### src/rtl/rotary_encoder_bank.sv
// Multi-channel quadrature decoder: n bounded up/down counters with wrap/saturate, load, clear, error flag.
// Latency: one clock from sampled input change to registered value/pulse; no backpressure, accepts every cycle.
module rotary_encoder_bank #(
  parameter int n         = 2,
  parameter int w         = 16,
  parameter int max_value = 9999,
  parameter int div       = 4
) (
  input  logic           clk,
  input  logic           reset,
  input  logic [n-1:0]   a,
  input  logic [n-1:0]   b,
  input  logic [n-1:0]   clr,
  input  logic [n-1:0]   load,
  input  logic [w-1:0]   load_value,
  input  logic [n-1:0]   wrap,
  output logic [n*w-1:0] value,
  output logic [n-1:0]   up_pulse,
  output logic [n-1:0]   down_pulse,
  output logic [n-1:0]   error
);

  localparam logic [w-1:0]        max_v   = w'(max_value);
  localparam logic signed [3:0]   sub_top = 4'(div - 1);
  localparam logic signed [3:0]   sub_bot = -sub_top;

  logic [1:0]        ab_q [n];
  logic signed [3:0] sub  [n];
  logic [w-1:0]      val  [n];

  // Position of a code along the clockwise Gray cycle 00 -> 10 -> 11 -> 01.
  function automatic logic [1:0] gray_pos(input logic [1:0] code);
    case (code)
      2'b00:   gray_pos = 2'd0;
      2'b10:   gray_pos = 2'd1;
      2'b11:   gray_pos = 2'd2;
      default: gray_pos = 2'd3;
    endcase
  endfunction

  // 1 = clockwise, 3 = counter-clockwise, 2 = both bits changed, 0 = idle.
  function automatic logic [1:0] step_of(input logic [1:0] prev, input logic [1:0] cur);
    step_of = gray_pos(cur) - gray_pos(prev);
  endfunction

  function automatic logic [w-1:0] inc_val(input logic [w-1:0] v, input logic wr);
    if (v >= max_v) inc_val = wr ? '0 : max_v;
    else            inc_val = v + 1'b1;
  endfunction

  function automatic logic [w-1:0] dec_val(input logic [w-1:0] v, input logic wr);
    if (v == '0) dec_val = wr ? max_v : '0;
    else         dec_val = v - 1'b1;
  endfunction

  always_ff @(posedge clk) begin
    for (int i = 0; i < n; i++) begin
      // ab_q tracks the inputs even in reset so release never looks like a step.
      ab_q[i]       <= {a[i], b[i]};
      up_pulse[i]   <= 1'b0;
      down_pulse[i] <= 1'b0;
      if (reset) begin
        sub[i]   <= '0;
        val[i]   <= '0;
        error[i] <= 1'b0;
      end else if (clr[i]) begin
        sub[i]   <= '0;
        val[i]   <= '0;
        error[i] <= 1'b0;
      end else if (load[i]) begin
        sub[i] <= '0;
        val[i] <= (load_value > max_v) ? max_v : load_value;
      end else begin
        case (step_of(ab_q[i], {a[i], b[i]}))
          2'd1: begin
            if (sub[i] == sub_top) begin
              sub[i]      <= '0;
              up_pulse[i] <= 1'b1;
              val[i]      <= inc_val(val[i], wrap[i]);
            end else begin
              sub[i] <= sub[i] + 4'sd1;
            end
          end
          2'd3: begin
            if (sub[i] == sub_bot) begin
              sub[i]        <= '0;
              down_pulse[i] <= 1'b1;
              val[i]        <= dec_val(val[i], wrap[i]);
            end else begin
              sub[i] <= sub[i] - 4'sd1;
            end
          end
          2'd2:    error[i] <= 1'b1;
          default: ;
        endcase
      end
    end
  end

  for (genvar g = 0; g < n; g++) begin : g_out
    assign value[g*w +: w] = val[g];
  end

endmodule

### config.mk
export PLATFORM = sky130hd
export DESIGN_NAME = rotary_encoder_bank
export DESIGN_NICKNAME = d
export VERILOG_FILES = /design/src/rtl/rotary_encoder_bank.sv
export SDC_FILE = /design/constraint.sdc
export NUM_CORES = 1
export LEC_CHECK = 0
export ABC_AREA = 1
export BUFFER_PORTS_ARGS = -buffer_cell sky130_fd_sc_hd__buf_2
export CAP_MARGIN = 20
export CORE_MARGIN = 2
export CORE_UTILIZATION = 64
export CTS_CLUSTER_SIZE = 16
export DETAILED_ROUTE_END_ITERATION = 12
export PLACE_DENSITY = 0.89
export SYNTH_ARGS = -nofsm -noshare
export SYNTH_HDL_FRONTEND = slang
export SYNTH_SLANG_ARGS = --single-unit
export TNS_END_PERCENT = 10
### constraint.sdc
create_clock -name clk -period 4.8 [get_ports clk]
set_clock_uncertainty 0.05 [all_clocks]
set_input_delay 0.96 -clock clk [delete_from_list [all_inputs] [get_ports clk]]
set_output_delay 0.96 -clock clk [all_outputs]
set_load 0.01 [all_outputs]
==> results.sh, run 1 <==
export IMPL_cts_resized=0
export IMPL_routedWlPerCell_um=14.32
export IMPL_path_max_fanout=17
export IMPL_fin_ws_ps=1682
export IMPL_synth_xor_area_share_pct=6.300
export IMPL_nets=815
export IMPL_start_kind="primary input"
export IMPL_numClockSinks=50
export IMPL_antenna_left=0
export IMPL_cp_top_family="simple AND/OR/NAND/NOR gates"
export IMPL_synthMuxAreaShare_pct=0.4235
export IMPL_synth_fa_ha_area_share_pct=5.294
export IMPL_register_area_um2=1401
export IMPL_max_cap_viol_count=0
export IMPL_ys_top_cells_by_area="edfxtp_1, nand2_1, nand3_1"
export IMPL_status="complete, no violations"
export IMPL_hold_buffers=0
export IMPL_core_area_um2=7214
export IMPL_dp_slack_ps=1358
export IMPL_synthSimpleGateAreaFrac_pct=44.89
export IMPL_htree_num_levels=2
export IMPL_leakagePower_nw=2.626
export IMPL_power_mw=1.159
export IMPL_antenna_found_initial=0
export IMPL_finalMaxSlewViolations=0
export IMPL_fin_crit_sh_pct=64.95
export IMPL_ys_seq_area_share_pct=29.65
export IMPL_syn_area_per_cell_um2=6.705
export IMPL_wirelength_um=12420
export IMPL_yosysUniqueCellTypes=37
export IMPL_die_w_um=89.94
export IMPL_synthesis_nets=753
export IMPL_route_detailed_drc=0
export IMPL_setup_viol=0
export IMPL_drive_gt1_share_pct=16.54
export IMPL_ir_worst_vdd_v=0.0001492
export IMPL_period_needed_ps=3118
export IMPL_hpwlAfterDp_um=9607
export IMPL_synth_compound_area_share_pct=3.838
export IMPL_viasPerCell=5.548
export IMPL_max_stage_delay_ps=640
export IMPL_netlist_area_um2=4727
export IMPL_track_usage_pct=30.90
export IMPL_path_common_cell="nand2_1"
export IMPL_vias=4810
export IMPL_cp_arrival_ps=3020
export IMPL_path_class="primary input to register"
export IMPL_cts_setup_buffers=0
export IMPL_fillCellCount=628
export IMPL_tns_ps=0
export IMPL_synth_top_family_by_area="simple AND/OR/NAND/NOR gates"
export IMPL_drt_iter0_drc=537
export IMPL_required_ps=4700
export IMPL_cts_tree="yes"
export IMPL_slowest_stage="nand3b_1"
export IMPL_cts_root_buf="clkbuf_8"
export IMPL_grt_max_degree=18
export IMPL_initial_core_util_pct=65.52
export IMPL_synth_top_area_share_pct=25.41
export IMPL_cts_inserted_buffers=5
export IMPL_worst_pin_slew_ps=784.3
export IMPL_first_pass_iters=5
export IMPL_cts_clk_slew_worst_paths_ps=90
export IMPL_ioPinCount=66
export IMPL_syn_to_final_growth_pct=9.952
export IMPL_synthCells=705
export IMPL_max_freq_mhz=320.8
export IMPL_synth_top_area_cell="edfxtp_1"
export IMPL_grt_ovfl_total=0
export IMPL_num_rows=31
export IMPL_dieArea_um2=8089
export IMPL_clk_path_buf_depth=2
export IMPL_synth_seq_cells=50
export IMPL_clock_latency_ps=320
export IMPL_grt_setup_unrepaired="false"
export IMPL_port_buffers=65
export IMPL_hp_class="register to register"
export IMPL_multiInputGateArea_um2=2872
export IMPL_cp_num_buf_inv=3
export IMPL_finalHoldViolations=0
export IMPL_synth_warnings=0
export IMPL_end_kind="register"
export IMPL_slew_headroom_pct=47.56
export IMPL_gp_congestion=0.9780
export IMPL_power_density_nw_per_um2=222.9
export IMPL_grt_pass1_vias=4451
export IMPL_cp_cell_sequence="buf_2 -> inv_1 -> ha_1 -> ha_1 -> inv_1 -> nand2_1 -> nand2_1 -> nand2_1 -> nand2_1 -> nand2_1 -> nor2_4 -> nand3b_1"
export IMPL_die_h_um=89.94
export IMPL_antenna_cells=0
export IMPL_grt_pass1_wl_um=20730
registers in the layout, summed over array words and instances, names as in the netlist:
signal / cells
down_pulse: 2
sub: 8
error: 2
ab_q: 4
up_pulse: 2
val: 32
cells in the final DEF (no fill, tap or decap), types with 3 or more instances in the layout:
| cell type | n |
|---|---|
| nand3_1 | 81 |
| buf_2 | 65 |
| nand2_1 | 232 |
| buf_4 | 3 |
| inv_2 | 9 |
| inv_1 | 83 |
| nand4_1 | 16 |
| xor2_1 | 24 |
| o22ai_1 | 4 |
| dfxtp_1 | 10 |
| o21ai_1 | 10 |
| edfxtp_1 | 40 |
| nor3_1 | 6 |
| nor2_4 | 13 |
| a21oi_1 | 3 |
| xnor2_1 | 10 |
| nor2_2 | 14 |
| nor2_1 | 75 |
| o21ai_0 | 14 |
| nand2_2 | 5 |
| clkbuf_8 | 5 |
| nand3b_1 | 5 |
| ha_1 | 20 |
routing by layer:
layer,vias up,global-route usage (%),wire (um)
met5,-,0,0
met4,0,7.436,170
met3,22,6.370,1249
met2,255,48.23,5550
met1,2147,44.34,5447
li1,2386,-,-
cells by family (layout without fill, tap and decap cells):
group | Yosys count | in the layout
and+or+nand+nor | 459 | 459
buffers and inverters | 106 | 169
DFF | 50 | 50
AOI/OAI and AO/OA | 34 | 34
xor gates and xnor gates | 34 | 34
adders and majority gates | 20 | 20
muxes | 2 | 2
worst register-to-register path: stages, from the launching register on:
cell	delay [ps]
dfxtp_1	350
inv_1	50
ha_1	260
inv_1	40
ha_1	210
inv_1	90
nand2_1	70
nand2_1	70
nand2_1	40
nand2_1	70
nand2_1	80
nor2_4	310
nand3b_1	640
power by group:
part	switching, mW	internal (mW)
Combinational	0.217	0.122
Sequential	0.0428	0.493
Clock	0.149	0.135
Total	0.409	0.750
Yosys cell counts, drive strengths merged:
master / n
ha: 20
xor2: 24
a21oi: 3
nand4: 17
o211ai: 1
buf: 11
dfxtp: 10
nand3b: 5
clkbuf: 2
a31oi: 1
o21ai: 24
mux2i: 2
nand2: 239
nor3: 8
inv: 93
nor2: 103
nand3: 84
o22ai: 4
o21bai: 1
nor4: 1
xnor2: 10
edfxtp: 40
or2: 2
stage by stage:
stage	instances	util [%]	hold WS, ps	cell area [um^2]
after floorplan	705	-	439.9	4727
final	867	72.04	424.4	5197
after CTS	867	72.04	427.2	5197
after global routing	867	72.04	445.3	5197
after global placement	859	70.64	398.1	5096
after detailed placement	859	70.64	402.4	5096
final timing paths:
check,from,endpoint,slack (ps),depth (start not counted)
setup / recovery,a[1],val[1][8],1680,12
hold / removal,error[0],error[0],420,2
setup reg to reg,ab_q[0][3],val[1][8],2090,12
hold reg to reg,error[0],error[0],420,2
layout make-up:
cell class / instances / area share [%]
multi-input cells: 549 / 55.25
flip-flops and latches: 50 / 26.96
inverters: 93 / 6.765
repair buffers: 68 / 6.692
well taps: 99 / 2.383
clock buffers: 8 / 1.950
Power figures use the tool's default switching activity.
==> run 2, diff against run 1 <==
CORE_UTILIZATION = 53   (was 64)
PLACE_DENSITY = 0.78   (was 0.89)
clock period = 2.55 ns   (was 4.8 ns; I/O delays follow)
==> results.sh, run 2 (same netlist as run 1, synthesis figures left out) <==
export IMPL_grt_max_degree=17
export IMPL_worst_pin_slew_ps=394.2
export IMPL_antenna_found_initial=0
export IMPL_finalMaxSlewViolations=0
export IMPL_min_to="ab_q[0][2]"
export IMPL_route_detailed_drc=0
export IMPL_die_h_um=98.44
export IMPL_p_int_mw=1.545
export IMPL_drive_gt1_share_pct=17.85
export IMPL_ir_worst_vdd_v=0.0002753
export IMPL_r2r_start="val[1][0]"
export IMPL_p_sw_mw=0.7541
export IMPL_setup_viol=0
export IMPL_status="complete, no violations"
export IMPL_end_kind="register"
export IMPL_tns_ps=0
export IMPL_htree_num_levels=2
export IMPL_vias=4748
export IMPL_crit_start="val[1][0]"
export IMPL_initial_core_util_pct=54.47
export IMPL_nets=820
export IMPL_period_needed_ps=2121
export IMPL_final_common_cell="nand2_1"
export IMPL_syn_to_final_growth_pct=12.60
export IMPL_hold_depth=1
export IMPL_cts_tree="yes"
export IMPL_finalHoldViolations=0
export IMPL_grt_pass1_vias=4312
export IMPL_leakagePower_nw=2.674
export IMPL_core_area_um2=8678
export IMPL_path_max_fanout=13
export IMPL_grt_ovfl_total=0
export IMPL_power_density_nw_per_um2=431.9
export IMPL_path_common_cell="nand2_1"
export IMPL_fin_crit_sh_pct=83.18
export IMPL_cp_top_family="simple AND/OR/NAND/NOR gates"
export IMPL_hpwlAfterDp_um=9393
export IMPL_routedWlPerCell_um=13.55
export IMPL_switching_share_pct=32.81
export IMPL_grt_setup_unrepaired="false"
export IMPL_wirelength_um=11940
export IMPL_r2r_end="val[1][13]"
export IMPL_fillCellCount=860
export IMPL_hold_buffers=0
export IMPL_slew_headroom_pct=73.66
export IMPL_reg_top3="val: 32 flops, sub: 8 flops, ab_q: 4 flops"
export IMPL_num_rows=34
export IMPL_max_freq_mhz=471.5
export IMPL_clock_latency_ps=310
export IMPL_antenna_cells=0
export IMPL_cts_resized=0
export IMPL_ioPinCount=66
export IMPL_cp_num_buf_inv=1
export IMPL_cp_cell_sequence="ha_1 -> nand3_1 -> nand2_1 -> nand2_1 -> nand2_2 -> inv_1 -> nand2_1 -> nand2_1 -> nand2_1 -> nand3_1"
export IMPL_numClockSinks=50
export IMPL_antenna_left=0
export IMPL_final_cell_mix="nand2_1, inv_1, nand3_1"
export IMPL_cts_inserted_buffers=5
export IMPL_max_stage_delay_ps=510
export IMPL_cp_arrival_ps=2120
export IMPL_largest_register_ffs=32
export IMPL_start_kind="register"
export IMPL_clk_path_buf_depth=2
export IMPL_gp_congestion=0.9417
export IMPL_reg2reg_slack_ps=430
export IMPL_grt_pass1_wl_um=19740
export IMPL_hold_slack_ps=286.0
export IMPL_cts_root_buf="clkbuf_8"
export IMPL_seq_power_share_pct=43.6
export IMPL_reg2reg_depth=10
export IMPL_path_class="register to register"
export IMPL_pwr_share_clk_pct=28.5
export IMPL_combPwrFrac_pct=27.9
export IMPL_first_pass_iters=6
export IMPL_worstHoldStart="b[1]"
export IMPL_dieArea_um2=9690
export IMPL_required_ps=2550
export IMPL_track_usage_pct=24.36
export IMPL_slowest_stage="edfxtp_1"
export IMPL_port_buffers=65
export IMPL_max_cap_viol_count=0
export IMPL_die_w_um=98.44
export IMPL_viasPerCell=5.389
export IMPL_regMostFlops="val"
export IMPL_drt_iter0_drc=390
export IMPL_hp_class="primary input to register"
export IMPL_cts_setup_buffers=0
export IMPL_cts_clk_slew_worst_paths_ps=100
==> run 2: area by class of cell <==
cell class	count	area, um^2	area share (%)
clock buffers	7	107.6	2.022
clock inverters	1	30.03	0.5642
inverters	93	351.6	6.606
multi-input cells	549	2899	54.47
flip-flops and latches	50	1401	26.33
well taps	108	135.1	2.539
repair buffers	73	397.9	7.475
==> run 2: power groups by stage <==
stage | registers [mW] | logic, mW | clock network [mW]
6_report | 1.00 | 0.641 | 0.655
5_1_grt | 1.01 | 0.719 | 0.691
4_1_cts | 1.00 | 0.636 | 0.668
3_5_place_dp | 1.02 | 0.631 | 0
3_3_place_gp | 1.02 | 0.613 | 0
2_1_floorplan | 1.01 | 0.479 | 0
==> run 2: worst max path at each step <==
stage | end | cells after the start
after floorplan | val[1][0] | 12
after global placement | val[1][6] | 13
after detailed placement | val[1][4] | 13
after CTS | val[0][0] | 9
after global routing | val[0][3] | 9
final | val[1][13] | 10
==> run 2: layer usage <==
layer | GRT usage [%] | routed length, um | vias up | part of all wire, %
met5 | 0 | 0 | - | 0
met4 | 6.639 | 223 | 0 | 1.9
met3 | 2.199 | 878 | 21 | 7.4
met2 | 40.19 | 5579 | 205 | 47
met1 | 34.55 | 5254 | 2133 | 44
li1 | - | - | 2389 | -
==> run 2: through the flow <==
step	cells	instance area, um^2	total power, mW	setup slack (ps)	utilization, %
floorplan	705	4755	1.487	2.062	-
global placement	873	5185	1.630	270.7	59.75
detailed placement	873	5185	1.651	205.8	59.75
CTS	881	5323	2.306	467.5	61.33
global route	881	5323	2.421	290.8	61.33
finish	881	5323	2.299	428.9	61.33
==> run 3, diff against run 2 <==
ABC_AREA = 0   (was 1)
CORE_UTILIZATION = 52   (was 53)
PLACE_DENSITY = 0.79   (was 0.78)
clock period = 1.7 ns   (was 2.55 ns; I/O delays follow)
==> results.sh, run 3 <==
export IMPL_grt_pass1_vias=4231
export IMPL_hpwlAfterDp_um=9133
export IMPL_pwr_share_clk_pct=20.7
export IMPL_seq_power_share_pct=43.0
export IMPL_synth_top_area_share_pct=30.74
export IMPL_nets=679
export IMPL_grt_ovfl_total=0
export IMPL_wirelength_um=12880
export IMPL_finalMaxSlewViolations=0
export IMPL_power_mw=3.485
export IMPL_tns_ps=-39250
export IMPL_die_w_um=90.69
export IMPL_gp_congestion=0.9615
export IMPL_switching_share_pct=33.58
export IMPL_grt_pass1_wl_um=19910
export IMPL_p_sw_mw=1.170
export IMPL_num_rows=31
export IMPL_cts_inserted_buffers=5
export IMPL_viasPerCell=5.997
export IMPL_leakagePower_nw=2.504
export IMPL_fin_area_um2=5648
export IMPL_clock_latency_ps=320
export IMPL_ys_seq_area_share_pct=35.86
export IMPL_period_needed_ps=2420
export IMPL_cts_clk_slew_worst_paths_ps=100
export IMPL_yosysUniqueCellTypes=62
export IMPL_fin_ws_ps=-720.3
export IMPL_setup_viol=76
export IMPL_path_max_fanout=5
export IMPL_grt_setup_unrepaired="true"
export IMPL_max_stage_delay_ps=420
export IMPL_ys_top_cells_by_count="nor2_1, nand2_1, edfxtp_1, o21ai_0"
export IMPL_violations="setup timing"
export IMPL_synthesis_nets=500
export IMPL_antenna_left=0
export IMPL_port_buffers=65
export IMPL_worst_pin_slew_ps=534.1
export IMPL_slew_headroom_pct=64.12
export IMPL_combPwrFrac_pct=36.3
export IMPL_antenna_cells=0
export IMPL_path_class="register to register"
export IMPL_yosysMostFrequentCell="nor2_1"
export IMPL_hold_slack_ps=92.20
export IMPL_place_area_um2=5296
export IMPL_status="complete, but fails checks"
export IMPL_synth_edf_count=40
export IMPL_start_kind="register"
export IMPL_clk_path_buf_depth=2
export IMPL_routedWlPerCell_um=17.62
export IMPL_cp_cell_sequence="inv_2 -> ha_4 -> inv_2 -> ha_4 -> or4_4 -> or3_4 -> a21oi_4 -> buf_6 -> o21ai_2 -> a31oi_1"
export IMPL_fillCellCount=489
export IMPL_synthCells=452
export IMPL_fin_crit_sh_pct=142.4
export IMPL_ys_top_cells_by_area="edfxtp_1, ha_1, xnor2_1"
export IMPL_final_common_cell="buf_4"
export IMPL_cts_root_buf="clkbuf_8"
export IMPL_ioPinCount=66
export IMPL_cp_arrival_ps=2540
export IMPL_core_area_um2=7253
export IMPL_synth_seq_cells=50
export IMPL_max_cap_viol_count=0
export IMPL_syn_area_per_cell_um2=8.645
export IMPL_finalHoldViolations=0
export IMPL_ir_worst_vdd_v=0.0003968
export IMPL_htree_num_levels=2
export IMPL_synth_top_area_cell="edfxtp_1"
export IMPL_dieArea_um2=8224
export IMPL_vias=4384
export IMPL_synth_warnings=0
export IMPL_route_detailed_drc=0
export IMPL_drt_iter0_drc=688
export IMPL_netlist_area_um2=3907
export IMPL_track_usage_pct=30.24
export IMPL_power_density_nw_per_um2=617.0
export IMPL_dp_slack_ps=-949.9
export IMPL_cp_top_family="simple AND/OR/NAND/NOR gates"
export IMPL_hold_buffers=0
export IMPL_grt_max_degree=17
export IMPL_reg2reg_slack_ps=-720
export IMPL_largest_register_ffs=32
export IMPL_initial_core_util_pct=53.87
export IMPL_async_flop_share_pct=0
export IMPL_cts_tree="yes"
export IMPL_die_h_um=90.69
export IMPL_synth_flop_cell="edfxtp_1"
export IMPL_drive_gt1_share_pct=43.83
export IMPL_slowest_stage="or4_4"
export IMPL_regMostFlops="val"
export IMPL_antenna_found_initial=0
export IMPL_numClockSinks=50
export IMPL_reg_top3="val: 32 flops, sub: 8 flops, ab_q: 4 flops"
export IMPL_max_freq_mhz=413.2
export IMPL_hp_class="primary input to register"
export IMPL_first_pass_iters=6
export IMPL_cp_num_buf_inv=3
export IMPL_p_int_mw=2.315
export IMPL_final_cell_mix="buf_4, buf_2, nor2_1"
export IMPL_syn_to_final_growth_pct=44.54
export IMPL_required_ps=1820
export IMPL_end_kind="register"
run 3: cell count changes in the layout (fill, tap and decap cells not counted), sizes merged, moves of 17 or more:
cell,delta
buf,+126
inv,-68
nand2,-197
nand3,-62
nor2,-57
o21ai,+17
run 3: power groups by stage:
stage / sequential (mW) / combinational, mW / clock [mW]
CTS: 1.49 / 1.19 / 0.716
global route: 1.51 / 1.37 / 0.749
detailed placement: 1.52 / 1.14 / 0
floorplan: 1.54 / 0.594 / 0
finish: 1.50 / 1.26 / 0.722
global placement: 1.51 / 1.11 / 0
run 3: final timing paths:
kind                              endpoint        from  cells past startpoint
worst min register to register    error[1]    error[1]                      1
worst min-delay path            ab_q[0][3]        a[1]                      1
worst max-delay path            val[0][10]  ab_q[0][1]                     10
worst max register to register  val[0][10]  ab_q[0][1]                     10
run 3: routing by layer:
layer	up-vias	global-route usage, %	routed length [um]
met4	0	14.74	587
met5	-	0	0
met2	279	50.31	6081
li1	2001	-	-
met1	2037	37.34	4978
met3	67	6.177	1235
run 3: layout make-up:
| cell class | count | area [um^2] | area share, % |
|---|---|---|---|
| multi-input combinational | 350 | 2577 | 45.64 |
| sequential | 50 | 1404 | 24.86 |
| timing repair buffer | 199 | 1368 | 24.21 |
| tap | 99 | 123.9 | 2.193 |
| inverter | 25 | 93.84 | 1.661 |
| clock buffer | 6 | 72.57 | 1.285 |
| clock inverter | 2 | 8.758 | 0.1551 |
run 3: kinds of logic after synthesis:
group           count (synthesis)  share of synthesized area, %
buf+inv                        52                         5.443
fa+ha+maj                      20                         6.404
compound gates                 95                         15.88
xor+xnor                       44                         10.63
flops                          50                         35.86
mux                             3                        0.8325
simple gates                  188                         24.94
run 3: per-stage QoR:
| stage | std cells | utilization, % |
|---|---|---|
| 4_1_cts | 728 | 76.07 |
| 2_1_floorplan | 452 | - |
| 3_3_place_gp | 718 | 73.02 |
| 3_5_place_dp | 718 | 73.02 |
| 6_report | 731 | 77.87 |
| 5_1_grt | 731 | 77.87 |
run 3: repair_timing:
action,4_1_cts,5_1_grt
endpoints found under the setup margin,76,77
resized for setup,39,28
buffers inserted,2,3
pin swaps,7,5
